`config.mk`:
```
export PLATFORM = sky130hd
export DESIGN_NAME = fetch_pc_ctrl_flat
export DESIGN_NICKNAME = d
export VERILOG_FILES = /design/src/rtl/fetch_pc_ctrl_pkg.sv /design/src/rtl/fetch_pc_ctrl_if.sv /design/src/rtl/fetch_pc_ctrl_first_miss_enc.sv /design/src/rtl/fetch_pc_ctrl.sv /design/src/flat_wrapper.sv
export SDC_FILE = /design/constraint.sdc
export NUM_CORES = 1
export LEC_CHECK = 0
export ABC_AREA = 1
export CAP_MARGIN = 40
export CORE_MARGIN = 5
export CORE_UTILIZATION = 43
export DETAILED_ROUTE_END_ITERATION = 12
export GPL_ROUTABILITY_DRIVEN = 1
export GPL_TIMING_DRIVEN = 0
export PLACE_DENSITY = 0.82
export RECOVER_POWER = 100
export SLEW_MARGIN = 20
export SYNTH_ARGS = -nofsm -noshare
export SYNTH_HDL_FRONTEND = slang
export SYNTH_SLANG_ARGS = --single-unit
```
`constraint.sdc`:
```
create_clock -name i_clk -period 4.2 [get_ports i_clk]
set_input_delay 1.26 -clock i_clk [delete_from_list [all_inputs] [get_ports i_clk]]
set_output_delay 1.26 -clock i_clk [all_outputs]
set_load 0.01 [all_outputs]
```
`src/rtl/fetch_pc_ctrl_pkg.sv`:
```
// Shared CPU constants and types used by the fetch PC controller.
// Holds the machine width, fetch block geometry and default reset vector.
package fetch_pc_ctrl_pkg;

  localparam int unsigned XLEN          = 32;
  localparam int unsigned FETCH_BYTES   = 16;
  localparam int unsigned FETCH_WORDS   = FETCH_BYTES / 4;
  localparam int unsigned WORD_IDX_W    = $clog2(FETCH_WORDS + 1);

  localparam logic [XLEN-1:0] DEFAULT_RESET_VECTOR = 32'h8000_0000;

  typedef logic [XLEN-1:0]        addr_t;
  typedef logic [FETCH_WORDS-1:0] miss_mask_t;
  typedef logic [WORD_IDX_W-1:0]  word_cnt_t;

  // Redirect targets must be halfword aligned, so bit 0 is always dropped.
  function automatic addr_t align_target(input addr_t target);
    return {target[XLEN-1:1], 1'b0};
  endfunction

  // Decode may report 5..7 words; only a full block can ever be consumed.
  function automatic word_cnt_t clamp_di_count(input logic [2:0] di_count);
    return (di_count > 3'(FETCH_WORDS)) ? word_cnt_t'(FETCH_WORDS) : word_cnt_t'(di_count);
  endfunction

endpackage

```
`src/rtl/fetch_pc_ctrl_if.sv`:
```
// Fetch PC control bus: miss flags, decode consumption, redirects and the PC.
// The master side is the surrounding pipeline; the slave side is the PC controller.
interface fetch_pc_ctrl_if;
  import fetch_pc_ctrl_pkg::*;

  logic [3:0]  i_cache_miss;
  logic [2:0]  i_di_count;
  logic        i_branch_en;
  addr_t       i_branch_target;
  logic        i_flush_en;
  addr_t       i_flush_target;
  addr_t       o_pc;

  modport master (
    output i_cache_miss,
    output i_di_count,
    output i_branch_en,
    output i_branch_target,
    output i_flush_en,
    output i_flush_target,
    input  o_pc
  );

  modport slave (
    input  i_cache_miss,
    input  i_di_count,
    input  i_branch_en,
    input  i_branch_target,
    input  i_flush_en,
    input  i_flush_target,
    output o_pc
  );

endinterface

```
`src/rtl/fetch_pc_ctrl_first_miss_enc.sv`:
```
// Lowest-set-bit encoder over the per-word icache miss flags.
// Output is the index of the first missing word, or FETCH_WORDS if none miss.
module first_miss_enc
  import fetch_pc_ctrl_pkg::*;
(
  input  miss_mask_t miss,
  output word_cnt_t  first_miss
);

  always_comb begin
    // NOTE: assigning a default before the priority chain guarantees every path drives first_miss, so no latch is inferred.
    first_miss = word_cnt_t'(FETCH_WORDS);
    for (int k = FETCH_WORDS - 1; k >= 0; k--) begin
      if (miss[k]) first_miss = word_cnt_t'(k);
    end
  end

endmodule

```
`src/rtl/fetch_pc_ctrl.sv`:
```
// Fetch PC register with flush/branch redirect and miss-limited sequential advance.
// Next-PC logic is combinational; the PC itself is the only state.
module fetch_pc_ctrl
  import fetch_pc_ctrl_pkg::*;
#(
  parameter logic [XLEN-1:0] RESET_VECTOR = DEFAULT_RESET_VECTOR
) (
  input  logic                   i_clk,
  input  logic                   i_rst,
  fetch_pc_ctrl_if.slave         bus
);

  word_cnt_t first_miss;
  word_cnt_t di_clamped;
  word_cnt_t adv_words;
  addr_t     pc_q;
  addr_t     pc_next;

  first_miss_enc u_first_miss_enc (
    .miss       (bus.i_cache_miss),
    .first_miss (first_miss)
  );

  // Words actually delivered: no further than decode consumed, nor past the first miss.
  assign di_clamped = clamp_di_count(bus.i_di_count);
  assign adv_words  = (di_clamped < first_miss) ? di_clamped : first_miss;

  always_comb begin
    pc_next = pc_q + {{(XLEN - WORD_IDX_W - 2){1'b0}}, adv_words, 2'b00};
    if (bus.i_flush_en) begin
      pc_next = align_target(bus.i_flush_target);
    end else if (bus.i_branch_en) begin
      pc_next = align_target(bus.i_branch_target);
    end
  end

  always_ff @(posedge i_clk) begin
    // NOTE: non-blocking assignment so every register samples pre-edge values regardless of block ordering.
    if (i_rst) begin
      pc_q <= RESET_VECTOR;
    end else begin
      pc_q <= pc_next;
    end
  end

  assign bus.o_pc = pc_q;

endmodule

```
`src/flat_wrapper.sv`:
```
// flat-port wrapper written by rule: the top's interface ports become plain ports
module fetch_pc_ctrl_flat import fetch_pc_ctrl_pkg::*;
#(
  parameter logic [XLEN-1:0] RESET_VECTOR = DEFAULT_RESET_VECTOR
)
  (i_clk, i_rst, bus_i_cache_miss, bus_i_di_count, bus_i_branch_en, bus_i_branch_target, bus_i_flush_en, bus_i_flush_target, bus_o_pc);
  fetch_pc_ctrl_if bus_i ();
  input  logic i_clk;
  input  logic i_rst;
  input wire logic [$bits(bus_i.i_cache_miss)-1:0] bus_i_cache_miss;
  input wire logic [$bits(bus_i.i_di_count)-1:0] bus_i_di_count;
  input wire logic [$bits(bus_i.i_branch_en)-1:0] bus_i_branch_en;
  input wire logic [$bits(bus_i.i_branch_target)-1:0] bus_i_branch_target;
  input wire logic [$bits(bus_i.i_flush_en)-1:0] bus_i_flush_en;
  input wire logic [$bits(bus_i.i_flush_target)-1:0] bus_i_flush_target;
  output wire logic [$bits(bus_i.o_pc)-1:0] bus_o_pc;
  assign bus_i.i_cache_miss = bus_i_cache_miss;
  assign bus_i.i_di_count = bus_i_di_count;
  assign bus_i.i_branch_en = bus_i_branch_en;
  assign bus_i.i_branch_target = bus_i_branch_target;
  assign bus_i.i_flush_en = bus_i_flush_en;
  assign bus_i.i_flush_target = bus_i_flush_target;
  assign bus_o_pc = bus_i.o_pc;
  fetch_pc_ctrl #(.RESET_VECTOR(RESET_VECTOR)) u_core (.i_clk(i_clk), .i_rst(i_rst), .bus(bus_i));
endmodule
```
# Word-level counts from Yosys, hierarchy flattened
# Cells that the tools add are included.
# Widths: inputs -> output; s select.
dict set report classes {
  mux 8
  reduce_logical 1
  n_addsub 1
  n_lt_le_gt_ge 2
}
# cell count
set ops {}
lappend ops {{$mux 32} 2}
lappend ops {{$add 32x5->32} 1}
lappend ops {{$mux 3} 6}
lappend ops {{$gt 3x3->1 const B} 1}
lappend ops {{$lt 3x3->1} 1}
lappend ops {{$reduce_or 3->1} 1}
dict set report word_totals {
  inputBits 75
  register_bits 32
  wordCells 14
  output_inout_bits 32
}

# Depth between registers and ports, before layout
dict set report depth {
  ltp_word 9
  mapped_depth 22
  depth_no_buf 22
}

# Modules after synthesis
# A second synthesis with hierarchy kept.
dict set report unflattened {
  cells_unflattened 429
  hier_area_um2 2479.9
}
# module area_per_inst_um2 cells_each instances
set by_module_without_submodules {}
lappend by_module_without_submodules {fetch_pc_ctrl 2444.8 421 1}
lappend by_module_without_submodules {first_miss_enc 35.0 8 1}

# Least setup slack after synthesis
# Ideal clock, no wire load.
dict set report synth_path {
  path_type {input to register}
  startpoint {input bus_i_cache_miss[2]}
  endpoint {register u_core.pc_q[20], in the netlist u_core.bus.o_pc[20]}
  path_stages 21
  slack_ns 0.365
  setup_ns 0.132
  t_arrival_ns 3.703
  path_cell_list {nor2_1 inv_1 nor3_1 inv_1 ha_1 a21oi_1 nand2_1 o21ai_0 ha_1 inv_1 fa_1 inv_1 nand3_1 nand2_2 nand3_2 nor2_1 nand2_1 nand2_1 nand2_1 nand2_1 a21oi_1}
}
dict set report synth_between {
  elab_chain_cells 8
}
# element line
set synth_lines {}
lappend synth_lines {{start: declaration} flat_wrapper.sv:10} ;# input wire logic [$bits(bus_i.i_cache_miss)-1:0] bus_i_cache_miss;
lappend synth_lines {{$mux 3 * (3 in series)} fetch_pc_ctrl_first_miss_enc.sv:14} ;# if (miss[k]) first_miss = word_cnt_t'(k);
lappend synth_lines {{$lt 3x3->1} fetch_pc_ctrl.sv:26} ;# assign adv_words = (di_clamped < first_miss) ? di_clamped : first_miss;
lappend synth_lines {{$mux 3 *} fetch_pc_ctrl.sv:26}
lappend synth_lines {{$add 32x5->32 *} fetch_pc_ctrl.sv:29} ;# pc_next = pc_q + {{(XLEN - WORD_IDX_W - 2){1'b0}}, adv_words, 2'b00};
lappend synth_lines {{$mux 32 *} fetch_pc_ctrl.sv:32} ;# end else if (bus.i_branch_en) begin
lappend synth_lines {{$mux 32 *} fetch_pc_ctrl.sv:30} ;# if (bus.i_flush_en) begin
lappend synth_lines {{end signal: assignment} fetch_pc_ctrl.sv:42} ;# pc_q <= pc_next;
lappend synth_lines {{end: declaration} fetch_pc_ctrl.sv:16} ;# addr_t pc_q;
# Mark *: on every way between the ends. The rest lies on a longest branch, timed or not.
# A chain may end at the register's enable or synchronous reset.

# Worst setup path in the final report
dict set report layout_path {
  startpoint {input bus_i_cache_miss[0]}
  endpoint {register u_core.pc_q[6], in the netlist u_core.bus.o_pc[6]}
}
dict set report layout_between {
  elab_chain_cells 6
}
# element line
set layout_lines {}
lappend layout_lines {{$mux 3 *} fetch_pc_ctrl_first_miss_enc.sv:14}
lappend layout_lines {{$lt 3x3->1} fetch_pc_ctrl.sv:26}
lappend layout_lines {{$mux 3 *} fetch_pc_ctrl.sv:26}
lappend layout_lines {{$add 32x5->32 *} fetch_pc_ctrl.sv:29}
lappend layout_lines {{$mux 32 *} fetch_pc_ctrl.sv:32}
lappend layout_lines {{$mux 32 *} fetch_pc_ctrl.sv:30}
# Marks and branches as above.

==> results.txt <==
Max Root-Sink Buffers: 2
DP HPWL: 7000 um
Ant diodes: 0
Site Rows: 27
Die width: 85.7 um
Utilization after layout: 67.4%
Reg-to-reg startpoint: u_core.bus.o_pc[4]
Most frequent cells in the layout: nand2_1, nor2_1, clkdlybuf4s50_1, a21oi_1, dlygate4sd3_1
RSZ-0062 raised after global routing: no
Worst setup SP type: input port
Clk_lat worst skew: 280 ps
Antenna violations before repair: 0
Vias per cell: 5.21
Die footprint: 7340 um^2
Cell count after synthesis: 419
Yosys cell types: 28
Wire length per cell: 14.7 um
# IOs: 107
Total track usage: 23.5%
Setup ws final: 206 ps
Critical Path RT: 4380 ps
Worst Clk Skew: 2.81 ps
Worst-Margin Slew: 593 ps
Final Instance Area: 3730 um^2
H-tree levels: 2
Routed WL: 8910 um
Non-Filler Instances: 604
Maxcap violations: 0
Worst Path Buf+Inv: 6
Synth area leader: dfxtp_1
Leak: 1.52 nW
Dpl cells: 592
Syn_nets: 501
Outcome: complete, no violations
Total grt overflow: 0
Design Power: 0.837 mW
# setup viols final: 0
Synthesized area: 2460 um^2
Fin crit share: 95.1%
CP delay by family, top: buffers and inverters
ANT nets after route: 0
Clk sinks: 31
Dominant synthesized flop cell: dfxtp_1
Max VDD drop: 142 uV
Max-slew violation count: 0
Max reg flops: 31
Height of the die: 85.7 um
Setup Total Neg Slack: 0 ps
Post-synthesis sequential area ratio: 25.2%
DR iter-0 viols: 238
Crit Path Class: in2reg
Synth top area share: 25.2%
CTS root buf: clkbuf_8
Worst path cell trace: clkdlybuf4s50_1 -> nor3_2 -> inv_1 -> ha_4 -> nand3_1 -> nand2_2 -> nand2_1 -> o21ai_2 -> ha_1 -> inv_1 -> fa_2 -> inv_2 -> nand3_2 -> nand2_4 -> clkbuf_1 -> xnor2_1 -> o21ai_0 -> o21ai_0 -> inv_1
Synthesized flop and latch total: 31
Place WS: -522 ps
CP most frequent cell: inv_1
Final #Nets: 614
Hold crit path type: reg2reg
Starting density of the core: 44.4%
Core Region: 5540 um^2
Critical Path AT: 4170 ps
Worst Path Max Fanout: 4
Avg Synthesized Cell Area: 5.88 um^2
Port Buffers: 101
Num CTS Buffers: 5
Fill count: 539
Fin crit period: 3990 ps
CP startpoint: bus_i_cache_miss[0]
Vias: 3,149
Critical path's largest stage delay: 470 ps
Final hold violations: 0
Critical path depth: 19
Largest net degree at the start of global routing: 11
Reg2Reg Setup Slack: 2240 ps
Hold slack: 581 ps
Reg2reg end: u_core.bus.o_pc[29]
Drt first pass iters: 4
CTS tree: done
First-pass GRT wire length: 14,100 um
Top area cells in the synthesized netlist: dfxtp_1, nand2_1, nor2_1, a21oi_1, nand3_1
Post-synth EDFFs: 0
Commonest non-fill, non-tap cell in the layout: nand2_1
Fmax: 0.250 GHz
CP max-delay cell: clkdlybuf4s50_1
PD cells: 224 nW/um^2
Ys Warns: 0
Share of layout cells above drive strength 1: 7.52%
CP Capture Point: u_core.bus.o_pc[6]
Vias in the first global route: 2,994
Clock-pin slew on the worst setup and hold paths: 70 ps
Synth-to-Final Area Change: 51.7%
DRC violations left: 0
Synth async-reset ratio: 0%
Rel. slew slack: 60.4%
GPL Wtd Cong: 0.900
Crit path capture type: register
Post-DP Area: 3560 um^2
Worst Reg-to-Reg Cells: 9
## cells in the mapped netlist (3+ instances only)
master / instances
a21oi_1: 39
clkbuf_1: 15
dfxtp_1: 31
ha_1: 6
inv_1: 28
nand2_1: 124
nand2_2: 6
nand3_1: 27
nand3b_1: 10
nand4_1: 4
nor2_1: 65
nor2_2: 6
nor2_4: 4
nor3_1: 3
o211ai_1: 3
o21ai_0: 26
o21bai_1: 3
xnor2_1: 3
xor2_1: 4
## cells by family (layout without fill, tap and decap cells)
logic type | Yosys count | count (layout) | synth area share (%)
AOI/OAI and AO/OA | 73 | 73 | 15.8
DFF | 31 | 31 | 25.2
buffers and inverters | 47 | 160 | 7.52
other | 1 | 1 | 0.152
and+or+nand+nor | 253 | 253 | 45.0
xor gates and xnor gates | 7 | 7 | 2.49
adders and majority gates | 7 | 7 | 3.86
## layer usage
metal	vias to the layer above	part of all wire [%]	global-route usage, %
li1	1583	-	-
met1	1445	42	30.6
met2	109	49	41.4
met3	12	7.2	2.98
met4	0	1.3	5.47
met5	-	0	0
## worst min-delay path, cell delays in order (launching register included)
cell      delay [ps]
dfxtp_1          320
nand2_1           50
nand3_1           60
o211ai_1          80
inv_1             50
## area by class of cell
type	instances	area [um^2]	area share [%]
inverters	29	109	2.91
well taps	72	90.1	2.41
multi-input cells	341	1710	45.7
flip-flops and latches	31	621	16.6
clock inverters	1	5.00	0.134
clock buffers	6	82.6	2.21
plain buffers	18	76.3	2.04
repair buffers	106	1050	28.0
## timing repair
item / 4_1_cts / 5_1_grt
gates resized for setup: 9 / 12
pin swaps: 2 / 8
setup endpoints to repair: 9 / 13
buffers inserted: 2 / 3
hold buffers: 0 / 0
## power by group
part | total, mW | internal, mW | switching [mW] | leakage, nW
Clock | 0.247 | 0.129 | 0.118 | 0.0470
Sequential | 0.345 | 0.316 | 0.0290 | 0.258
Combinational | 0.245 | 0.133 | 0.112 | 1.22
Total | 0.837 | 0.578 | 0.259 | 1.52
## worst min-delay path by stage
| stage | startpoint | end | slack [ps] | cells past startpoint |
|---|---|---|---|---|
| after floorplan | u_core.bus.o_pc[31] | u_core.bus.o_pc[31] | 580 | 4 |
| after global placement | u_core.bus.o_pc[1] | u_core.bus.o_pc[1] | 560 | 4 |
| after detailed placement | u_core.bus.o_pc[1] | u_core.bus.o_pc[1] | 570 | 4 |
| after CTS | u_core.bus.o_pc[1] | u_core.bus.o_pc[1] | 580 | 4 |
| after global routing | u_core.bus.o_pc[1] | u_core.bus.o_pc[1] | 640 | 4 |
| final | u_core.bus.o_pc[1] | u_core.bus.o_pc[1] | 580 | 4 |
Note: power is estimated with default switching activity, not from simulation.
